<file path="src/rtl/bit_serial_alu_seq_if.sv">
// Operand/result bundle between the datapath and the bit-serial ALU sequencer.
// The master drives the request and operands; the slave returns status, result and flags.
interface bit_serial_alu_seq_if #(
    parameter int WIDTH = 64
);
    logic             start;
    logic [WIDTH-1:0] A;
    logic [WIDTH-1:0] B;
    logic [2:0]       cntrl;
    logic             busy;
    logic             done;
    logic [WIDTH-1:0] result;
    logic             zero;
    logic             negative;
    logic             overflow;
    logic             carry_out;

    modport master (
        output start, A, B, cntrl,
        input  busy, done, result, zero, negative, overflow, carry_out
    );

    modport slave (
        input  start, A, B, cntrl,
        output busy, done, result, zero, negative, overflow, carry_out
    );
endinterface

</file>
<file path="src/rtl/bit_serial_alu_seq.sv">
// Sequencer feeding a 1-bit ALU slice LSB-first over WIDTH cycles, then latching a
// WIDTH-bit result with zero/negative/overflow/carry flags.
//
//   state  | meaning
//   -------+---------------------------------------------------------------
//   S_IDLE | waiting for start; result and flags hold the last completion
//   S_RUN  | one operand bit per cycle through the slice, counter 0..WIDTH-1
module bit_serial_alu_seq #(
    parameter int WIDTH = 64
) (
    input  logic               clk,
    input  logic               reset,
    bit_serial_alu_seq_if.slave bus
);
    localparam int CW = (WIDTH > 2) ? $clog2(WIDTH) : 1;
    localparam logic [CW-1:0] CNT_LAST   = CW'(WIDTH - 1);
    localparam logic [CW-1:0] CNT_PENULT = CW'(WIDTH - 2);

    localparam logic [2:0] OP_PASSB = 3'b000;
    localparam logic [2:0] OP_ADD   = 3'b010;
    localparam logic [2:0] OP_SUB   = 3'b011;
    localparam logic [2:0] OP_AND   = 3'b100;
    localparam logic [2:0] OP_OR    = 3'b101;
    localparam logic [2:0] OP_XOR   = 3'b110;

    typedef enum logic [0:0] {
        S_IDLE = 1'b0,
        S_RUN  = 1'b1
    } state_t;

    state_t           state_q,    state_d;
    logic [2:0]       op_q,       op_d;
    logic [WIDTH-1:0] a_sh_q,     a_sh_d;
    logic [WIDTH-1:0] b_sh_q,     b_sh_d;
    logic [WIDTH-1:0] work_q,     work_d;
    logic             carry_q,    carry_d;
    logic             cin_msb_q,  cin_msb_d;
    logic [CW-1:0]    cnt_q,      cnt_d;
    logic [WIDTH-1:0] result_q,   result_d;
    logic             zero_q,     zero_d;
    logic             neg_q,      neg_d;
    logic             ovf_q,      ovf_d;
    logic             cout_q,     cout_d;
    logic             done_q,     done_d;

    logic             is_sub;
    logic             is_arith;
    logic             a_i;
    logic             b_i;
    logic             sum_i;
    logic             c_i;
    logic             bit_i;
    logic [WIDTH-1:0] work_next;

    // Bit slice: sub feeds ~b with the carry register preset to 1 at accept.
    always_comb begin
        is_sub   = (op_q == OP_SUB);
        is_arith = (op_q == OP_ADD) || (op_q == OP_SUB);
        a_i      = a_sh_q[0];
        b_i      = b_sh_q[0] ^ is_sub;
        sum_i    = a_i ^ b_i ^ carry_q;
        c_i      = (a_i & b_i) | (carry_q & (a_i ^ b_i));
        case (op_q)
            OP_PASSB: bit_i = b_sh_q[0];
            OP_ADD,
            OP_SUB:   bit_i = sum_i;
            OP_AND:   bit_i = a_i & b_i;
            OP_OR:    bit_i = a_i | b_i;
            OP_XOR:   bit_i = a_i ^ b_i;
            default:  bit_i = 1'b0;
        endcase
        work_next = {bit_i, work_q[WIDTH-1:1]};
    end

    always_comb begin
        state_d   = state_q;
        op_d      = op_q;
        a_sh_d    = a_sh_q;
        b_sh_d    = b_sh_q;
        work_d    = work_q;
        carry_d   = carry_q;
        cin_msb_d = cin_msb_q;
        cnt_d     = cnt_q;
        result_d  = result_q;
        zero_d    = zero_q;
        neg_d     = neg_q;
        ovf_d     = ovf_q;
        cout_d    = cout_q;
        done_d    = 1'b0;

        case (state_q)
            S_IDLE: begin
                if (bus.start) begin
                    a_sh_d  = bus.A;
                    b_sh_d  = bus.B;
                    op_d    = bus.cntrl;
                    carry_d = (bus.cntrl == OP_SUB);
                    work_d  = '0;
                    cnt_d   = '0;
                    state_d = S_RUN;
                end
            end
            S_RUN: begin
                work_d  = work_next;
                carry_d = c_i;
                a_sh_d  = a_sh_q >> 1;
                b_sh_d  = b_sh_q >> 1;
                cnt_d   = cnt_q + 1'b1;
                if (cnt_q == CNT_PENULT) begin
                    cin_msb_d = c_i;
                end
                if (cnt_q == CNT_LAST) begin
                    state_d  = S_IDLE;
                    result_d = work_next;
                    zero_d   = (work_next == '0);
                    neg_d    = bit_i;
                    ovf_d    = is_arith & (cin_msb_q ^ c_i);
                    cout_d   = is_arith & c_i;
                    done_d   = 1'b1;
                end
            end
            default: state_d = S_IDLE;
        endcase
    end

    always_ff @(posedge clk) begin
        if (reset) begin
            state_q   <= S_IDLE;
            op_q      <= '0;
            a_sh_q    <= '0;
            b_sh_q    <= '0;
            work_q    <= '0;
            carry_q   <= 1'b0;
            cin_msb_q <= 1'b0;
            cnt_q     <= '0;
            result_q  <= '0;
            zero_q    <= 1'b0;
            neg_q     <= 1'b0;
            ovf_q     <= 1'b0;
            cout_q    <= 1'b0;
            done_q    <= 1'b0;
        end else begin
            state_q   <= state_d;
            op_q      <= op_d;
            a_sh_q    <= a_sh_d;
            b_sh_q    <= b_sh_d;
            work_q    <= work_d;
            carry_q   <= carry_d;
            cin_msb_q <= cin_msb_d;
            cnt_q     <= cnt_d;
            result_q  <= result_d;
            zero_q    <= zero_d;
            neg_q     <= neg_d;
            ovf_q     <= ovf_d;
            cout_q    <= cout_d;
            done_q    <= done_d;
        end
    end

    assign bus.busy      = (state_q == S_RUN);
    assign bus.done      = done_q;
    assign bus.result    = result_q;
    assign bus.zero      = zero_q;
    assign bus.negative  = neg_q;
    assign bus.overflow  = ovf_q;
    assign bus.carry_out = cout_q;

endmodule

</file>
<file path="src/flat_wrapper.sv">
// flat-port wrapper written by rule: the top's interface ports become plain ports
module bit_serial_alu_seq_flat 
#(
    parameter int WIDTH = 64
)
  (clk, reset, bus_start, bus_A, bus_B, bus_cntrl, bus_busy, bus_done, bus_result, bus_zero, bus_negative, bus_overflow, bus_carry_out);
  bit_serial_alu_seq_if #(.WIDTH(WIDTH)) bus_i ();
  input  logic clk;
  input  logic reset;
  input wire logic [$bits(bus_i.start)-1:0] bus_start;
  input wire logic [$bits(bus_i.A)-1:0] bus_A;
  input wire logic [$bits(bus_i.B)-1:0] bus_B;
  input wire logic [$bits(bus_i.cntrl)-1:0] bus_cntrl;
  output wire logic [$bits(bus_i.busy)-1:0] bus_busy;
  output wire logic [$bits(bus_i.done)-1:0] bus_done;
  output wire logic [$bits(bus_i.result)-1:0] bus_result;
  output wire logic [$bits(bus_i.zero)-1:0] bus_zero;
  output wire logic [$bits(bus_i.negative)-1:0] bus_negative;
  output wire logic [$bits(bus_i.overflow)-1:0] bus_overflow;
  output wire logic [$bits(bus_i.carry_out)-1:0] bus_carry_out;
  assign bus_i.start = bus_start;
  assign bus_i.A = bus_A;
  assign bus_i.B = bus_B;
  assign bus_i.cntrl = bus_cntrl;
  assign bus_busy = bus_i.busy;
  assign bus_done = bus_i.done;
  assign bus_result = bus_i.result;
  assign bus_zero = bus_i.zero;
  assign bus_negative = bus_i.negative;
  assign bus_overflow = bus_i.overflow;
  assign bus_carry_out = bus_i.carry_out;
  bit_serial_alu_seq #(.WIDTH(WIDTH)) u_core (.clk(clk), .reset(reset), .bus(bus_i));
endmodule
</file>
<file path="config.mk">
export PLATFORM = sky130hd
export DESIGN_NAME = bit_serial_alu_seq_flat
export DESIGN_NICKNAME = d
export VERILOG_FILES = /design/src/rtl/bit_serial_alu_seq_if.sv /design/src/rtl/bit_serial_alu_seq.sv /design/src/flat_wrapper.sv
export SDC_FILE = /design/constraint.sdc
export NUM_CORES = 1
export LEC_CHECK = 0
export ABC_AREA = 1
export CORE_MARGIN = 8
export CORE_UTILIZATION = 41
export CTS_CLUSTER_DIAMETER = 150
export DETAILED_ROUTE_END_ITERATION = 6
export PLACE_DENSITY = 0.75
export SLEW_MARGIN = 30
export SYNTH_ARGS = -nofsm -noshare
export SYNTH_HDL_FRONTEND = slang
export SYNTH_SLANG_ARGS = --single-unit
</file>
<file path="constraint.sdc">
create_clock -name clk -period 2.1 [get_ports clk]
set_clock_uncertainty 0.05 [all_clocks]
set_input_delay 0.42 -clock clk [delete_from_list [all_inputs] [get_ports clk]]
set_output_delay 0.42 -clock clk [all_outputs]
set_load 0.02 [all_outputs]
</file>
==> impl_metrics.tcl, run 1 <==
set metrics [dict create \
    max-slew-margin-rel_pct 49.0 \
    hold_path_class "primary input to flip-flop" \
    detail_route.vias_per_cell 4.83 \
    detail_route.drc_violations 0 \
    setup.worst_path.end_class "output port" \
    cts-htree-levels 1 \
    post_cts_resized 1 \
    rsz_0062_raised_after_global_routing "false" \
    achievable-frequency_mhz 495 \
    grt_remaining_overflow 0 \
    crit_chain "clkdlybuf4s50_1" \
    netlist_instances 1616 \
    layout-drive-gt1-share_pct 4.64 \
    fin_crit_ps 2020 \
    ys_seq_area_share_pct 47.6 \
    die_w_um 183 \
    critical_path_buffer_and_inverter_count 1 \
    postSynthRegisterBits 271 \
    cts.root.buffer_cell "sky130_fd_sc_hd__clkbuf_16" \
    dp_slack_ps 196 \
    grt_start_max_net_pins 174 \
    finalHoldWorstSlack_ps 184 \
    clock_latency_ps 540 \
    final_common_cell "sky130_fd_sc_hd__nand2_1" \
    yosys.cell_types.count 27 \
    clk_pin_slew_worst_paths_ps 60 \
    antenna_violating_nets_post_route 0 \
    setup_viol 0 \
    cts.path.max_buffers 3 \
    worst_slack_ps 78.6 \
    final_max_slew_viol_count 0 \
    timing.final.crit_share_pct 96.3 \
    first_pass_iters 5 \
    holdBufCountCts 0 \
    number_of_buffers_created_by_cts 30 \
    clkSinkCount 271 \
    die_area_um2 33400 \
    setup.worst_path.class "flip-flop to output port" \
    global_route.usage.total_pct 17.0 \
    post_synthesis_net_count 1755 \
    result_of_the_run "completed" \
    first_global_vias 10205 \
    finalCoreUtilization_pct 53.3 \
    finish.net_count 1906 \
    worst-endpoint-required_ps 1630 \
    drtIter0Drc 779 \
    critPathMaxFanout 2 \
    combined_area_of_the_multi_input_logic_cells_um2 4430 \
    vias 10468 \
    grt_antenna_before_repair 2 \
    n_fill_cell 2614 \
    cell_rows 61 \
    worst_ep_arrival_time_ps 1550 \
    routed_wirelength_um 29400 \
    die-height_um 183 \
    critical-path-top-delay-family "buffers and inverters" \
    initial_core_util_pct 41.4 \
    grt_pass1_wl_um 48500 \
    finalHoldViolations 0 \
    post_cts.repair.setup_buffers 0 \
    top_cell_type_s_share_of_synthesized_area_pct 47.6 \
    synth_top_area_cell "sky130_fd_sc_hd__dfxtp_1" \
    post_synthesis_instance_area_um2 11400 \
    worst_path_max_delay_cell "sky130_fd_sc_hd__clkdlybuf4s50_1" \
    area.growth.synth_to_final_pct 28.7 \
    yosys-top-cells-area "sky130_fd_sc_hd__dfxtp_1 (48%), sky130_fd_sc_hd__nand2_1 (16%), sky130_fd_sc_hd__inv_1 (9.0%)" \
    ioPinCount 204 \
    most-common-layout-cells "sky130_fd_sc_hd__nand2_1 (496), sky130_fd_sc_hd__inv_1 (273), sky130_fd_sc_hd__dfxtp_1 (270), sky130_fd_sc_hd__clkdlybuf4s50_1 (198), sky130_fd_sc_hd__nand3_1 (122)" \
    peakVddDrop_uv 487 \
    io_buffers 203 \
    worst_slew_pin_slew_ps 765 \
    area.sequential_um2 5430 \
    coreArea_um2 27600 \
    drt-wirelength-per-cell_um 13.6 \
    p_leak_nw 6.62 \
    critPathLaunchType "flip-flop" \
    finalWeightedCongestion 0.814 \
    clock_tree_from_tritoncts "done" \
    syn-mean-instance-area_um2 7.06 \
    max_stage_delay_ps 660 \
    power.density_cell_area_nw_per_um2 803 \
    max_cap_viols 0 \
    hpwlAfterDp_um 19500 \
    finalSetupTns_ps 0 \
    ys_warn_count 0 \
]
## cells by family after synthesis
group	after synthesis	synth area share [%]
adders and majority gates	5	0.614
xor gates and xnor gates	1	0.0768
and+or+nand+nor	703	24.7
DFF	271	47.6
AOI/OAI and AO/OA	253	13.4
buffers and inverters	383	13.6
## state kept, by name, summed over array words and instances (netlist names), 3 cells and up
name	cells
u_core.a_sh_q	64
u_core.op_q	3
u_core.work_q	63
u_core.b_sh_q	64
u_core.bus.result	64
u_core.cnt_q	6
## where the power goes
part           internal, mW  total, mW  switching, mW
clock network          3.27       5.33           2.06
logic                 0.471       1.09          0.619
registers              5.30       5.36         0.0646
## through the flow
step,instance area (um2),power (mW),instances
after floorplan,11400,6.12,1616
after global placement,13600,6.54,2113
after detailed placement,13600,6.57,2113
after CTS,14700,11.9,2168
after global routing,14700,12.3,2169
final,14700,11.8,2169
## worst reg2reg max path: stages, from the launching register on
cell and delay, ps:
sky130_fd_sc_hd__dfxtp_1 360, sky130_fd_sc_hd__inv_1 100, sky130_fd_sc_hd__nand3_1 110, sky130_fd_sc_hd__xor2_1 300, sky130_fd_sc_hd__fa_1 470, sky130_fd_sc_hd__nand2_1 80
sky130_fd_sc_hd__nand2_1 50, sky130_fd_sc_hd__nor2_1 90, sky130_fd_sc_hd__nor2_1 80, sky130_fd_sc_hd__nor2_1 80, sky130_fd_sc_hd__nand3_1 70, sky130_fd_sc_hd__nand2_1 50
## area by class of cell
class	instances	share of cell area, %
antenna	1	0.0170
multi-input combinational	962	30.2
clock buffer	46	6.29
clock inverter	9	0.741
tap	378	3.22
inverter	280	7.19
timing repair buffer	222	15.4
sequential	271	37.0
## cell usage after synthesis
library cell and n:
sky130_fd_sc_hd__ha_1 4, sky130_fd_sc_hd__nand2_1 496, sky130_fd_sc_hd__dfxtp_1 271, sky130_fd_sc_hd__inv_1 274, sky130_fd_sc_hd__o221ai_1 44, sky130_fd_sc_hd__nor3_1 6, sky130_fd_sc_hd__nand3_1 122, sky130_fd_sc_hd__o22ai_1 1
sky130_fd_sc_hd__buf_6 4, sky130_fd_sc_hd__o211ai_1 34, sky130_fd_sc_hd__a211oi_1 3, sky130_fd_sc_hd__buf_1 6, sky130_fd_sc_hd__nand2_2 2, sky130_fd_sc_hd__nor2_1 72, sky130_fd_sc_hd__nor2_2 2, sky130_fd_sc_hd__nand4_1 1
sky130_fd_sc_hd__or2_2 2, sky130_fd_sc_hd__a22oi_1 2, sky130_fd_sc_hd__a21oi_1 70, sky130_fd_sc_hd__buf_4 12, sky130_fd_sc_hd__xor2_1 1, sky130_fd_sc_hd__buf_2 33, sky130_fd_sc_hd__inv_2 6, sky130_fd_sc_hd__o21ai_1 7
sky130_fd_sc_hd__clkbuf_1 48, sky130_fd_sc_hd__o21ai_0 92, sky130_fd_sc_hd__fa_1 1
## worst paths after layout
check                         from                    end  slack (ps)  depth (start not counted)
max reg2reg         u_core.op_q[2]        u_core.bus.zero         170                         11
min                      bus_start         u_core.op_q[1]         180                          3
min reg2reg  u_core.bus.result[27]  u_core.bus.result[27]         390                          2
max            u_core.bus.overflow           bus_overflow          80                          1
## metal layers
metal	share of wire, %	vias up	global-route usage [%]
li1	-	5350	-
met1	45	4779	21.2
met2	46	297	29.5
met3	6.8	40	3.90
met4	1.8	2	4.36
met5	0.027	-	0
No activity file was read; power rests on OpenSTA's default activity.
==> inputs of run 2 (changes only) <==
Settings changed: PLACE_DENSITY 0.75 to 0.77, TNS_END_PERCENT set to 50.
Clock period 2.1 ns to 1.7 ns, I/O delays scaled along.
==> run 2 against run 1 <==
The run now ends with negative setup slack left; combinational power increased by 30%; total power increased by 18%; count of clock-buffer cells in the layout decreased by 3; hold slack got worse by 13 ps; via count increased by 0.76%; design area increased by 0.11%; first-iteration DRC count increased by 4.0%; critical endpoint is now u_core.bus.zero.
==> impl_metrics.tcl, run 2 (synthesis results as in run 1) <==
set metrics [dict create \
    result_of_the_run "complete, but fails checks" \
    violated_checks "negative setup slack" \
    final_common_cell "sky130_fd_sc_hd__nand2_1" \
    global_route.usage.total_pct 17.0 \
    die_area_um2 33400 \
    initial_core_util_pct 41.4 \
    timing.final.crit_share_pct 101 \
    critical_path_buffer_and_inverter_count 1 \
    area.sequential_um2 5430 \
    final_max_slew_viol_count 0 \
    r2r_setup_slack_ps -10 \
    ff2ff_path_depth 11 \
    setup.worst_path.class "flip-flop to flip-flop" \
    detail_route.drc_violations 0 \
    rsz_0062_raised_after_global_routing "true" \
    hold_path_depth 4 \
    setup_viol 1 \
    clock_latency_ps 530 \
    area.growth.synth_to_final_pct 28.9 \
    setup.worst_path.end_class "flip-flop" \
    achievable-frequency_mhz 584 \
    layout-drive-gt1-share_pct 6.01 \
    worst_ep_arrival_time_ps 2100 \
    cts.path.max_buffers 3 \
    combined_area_of_the_multi_input_logic_cells_um2 4490 \
    finalPower_mw 13.9 \
    n_fill_cell 2585 \
    hpwlAfterDp_um 19900 \
    first_global_vias 10174 \
    cp_depth 11 \
    routed_wirelength_um 29700 \
    finalWeightedCongestion 0.827 \
    grt_start_max_net_pins 83 \
    clock_tree_from_tritoncts "done" \
    critPathMaxFanout 3 \
    max_stage_delay_ps 480 \
    power.share.switching_pct 23.7 \
    finalSetupTns_ps -13.1 \
    grt_antenna_before_repair 1 \
    worst_slack_ps -13.1 \
    hold_path_class "primary input to flip-flop" \
    worst-endpoint-required_ps 2080 \
    max_cap_viols 0 \
    critical-path-top-delay-family "simple AND/OR/NAND/NOR gates" \
    io_buffers 203 \
    die_w_um 183 \
    seq_power_share_pct 47.6 \
    power_frac_comb_pct 10.2 \
    power.density_cell_area_nw_per_um2 947 \
    cts.root.buffer_cell "sky130_fd_sc_hd__clkbuf_16" \
    most-common-layout-cells "sky130_fd_sc_hd__nand2_1 (495), sky130_fd_sc_hd__inv_1 (271), sky130_fd_sc_hd__dfxtp_1 (266), sky130_fd_sc_hd__clkdlybuf4s50_1 (131), sky130_fd_sc_hd__nand3_1 (120)" \
    worst_path_max_delay_cell "sky130_fd_sc_hd__fa_1" \
    crit_chain "inv_2 > nand3_4 > xor2_4 > fa_1 > nand2_1 > nand2_2 > nor2_4 > nor2_4 > nor2_1 > nand3_1 > nand2_1" \
    holdBufCountCts 0 \
    clk_pin_slew_worst_paths_ps 60 \
    p_sw_mw 3.30 \
    ioPinCount 204 \
    detail_route.vias_per_cell 4.85 \
    finalHoldViolations 0 \
    finish.net_count 1917 \
    peakVddDrop_uv 679 \
    cell_rows 61 \
    coreArea_um2 27600 \
    clkSinkCount 271 \
    grt_pass1_wl_um 48500 \
    die-height_um 183 \
    number_of_buffers_created_by_cts 28 \
    worst_slew_pin_slew_ps 593 \
    vias 10548 \
    cts-htree-levels 1 \
    clk_network_pwr_share_pct 42.1 \
    cell_internal_pwr_mw 10.6 \
    critPathLaunchType "flip-flop" \
    drt-wirelength-per-cell_um 13.6 \
    p_leak_nw 6.94 \
    grt_remaining_overflow 0 \
    first_pass_iters 5 \
    antenna_violating_nets_post_route 0 \
    max-slew-margin-rel_pct 60.5 \
    fin_crit_ps 1710 \
    drtIter0Drc 810 \
]
run 2: changes by cell type in the layout (fill, tap and decap cells not counted), moves of 3 or more:
cell and delta:
sky130_fd_sc_hd__clkdlybuf4s50_1 -67, sky130_fd_sc_hd__nor2_1 -3, sky130_fd_sc_hd__buf_4 +6, sky130_fd_sc_hd__nor2_4 +3, sky130_fd_sc_hd__buf_12 +6, sky130_fd_sc_hd__dfxtp_2 +4
sky130_fd_sc_hd__dfxtp_1 -4, sky130_fd_sc_hd__dlygate4sd2_1 +65
run 2: layout make-up:
cell class / count / area share [%]
diodes: 1 / 0.0170
clock buffers: 43 / 5.84
clock inverters: 6 / 0.221
inverters: 280 / 7.18
multi-input cells: 962 / 30.6
flip-flops and latches: 271 / 37.0
well taps: 378 / 3.22
repair buffers: 235 / 16.0
run 2: tightest hold or removal path: stages:
cell	delay (ps)
sky130_fd_sc_hd__buf_2	160
sky130_fd_sc_hd__inv_4	100
sky130_fd_sc_hd__nand2_1	80
sky130_fd_sc_hd__inv_1	30
run 2: per-layer routing:
layer  part of all wire (%)  track usage [%]
met1                     44             21.4
met5                      0                0
met2                     46             28.4
met4                    2.5             4.94
met3                    7.8             4.33
run 2: timing repair:
action	4_1_cts	5_1_grt
setup endpoints to repair	73	52
cloned	0	1
gates resized for setup	77	18
pin swaps	0	1
buffers inserted	0	0
run 2: final timing paths:
kind                                       startpoint               endpoint
worst min register to register  u_core.bus.result[52]  u_core.bus.result[52]
worst min-delay path                            reset      u_core.a_sh_q[62]
worst max register to register         u_core.op_q[2]        u_core.bus.zero
worst max-delay path                   u_core.op_q[2]        u_core.bus.zero
run 2: power by group through the flow:
stage          sequential [mW]  combinational [mW]  clock [mW]
3_3_place_gp              6.76                1.37           0
3_5_place_dp              6.76                1.40           0
5_1_grt                   6.65                1.59        6.27
6_report                  6.63                1.42        5.86
4_1_cts                   6.63                1.41        6.04
2_1_floorplan             6.74               0.819           0
run 2: stage by stage:
stage | utilization, % | std cells | worst slack, ps | hold WS (ps) | cell area (um2)
after global routing | 53.3 | 2176 | -125 | 183 | 14700
after detailed placement | 50.2 | 2125 | -65.1 | 382 | 13800
final | 53.3 | 2176 | -13.1 | 171 | 14700
after floorplan | - | 1616 | 6.96 | 390 | 11400
after CTS | 53.1 | 2174 | -56.3 | 142 | 14600
after global placement | 50.2 | 2125 | -29.0 | 378 | 13800
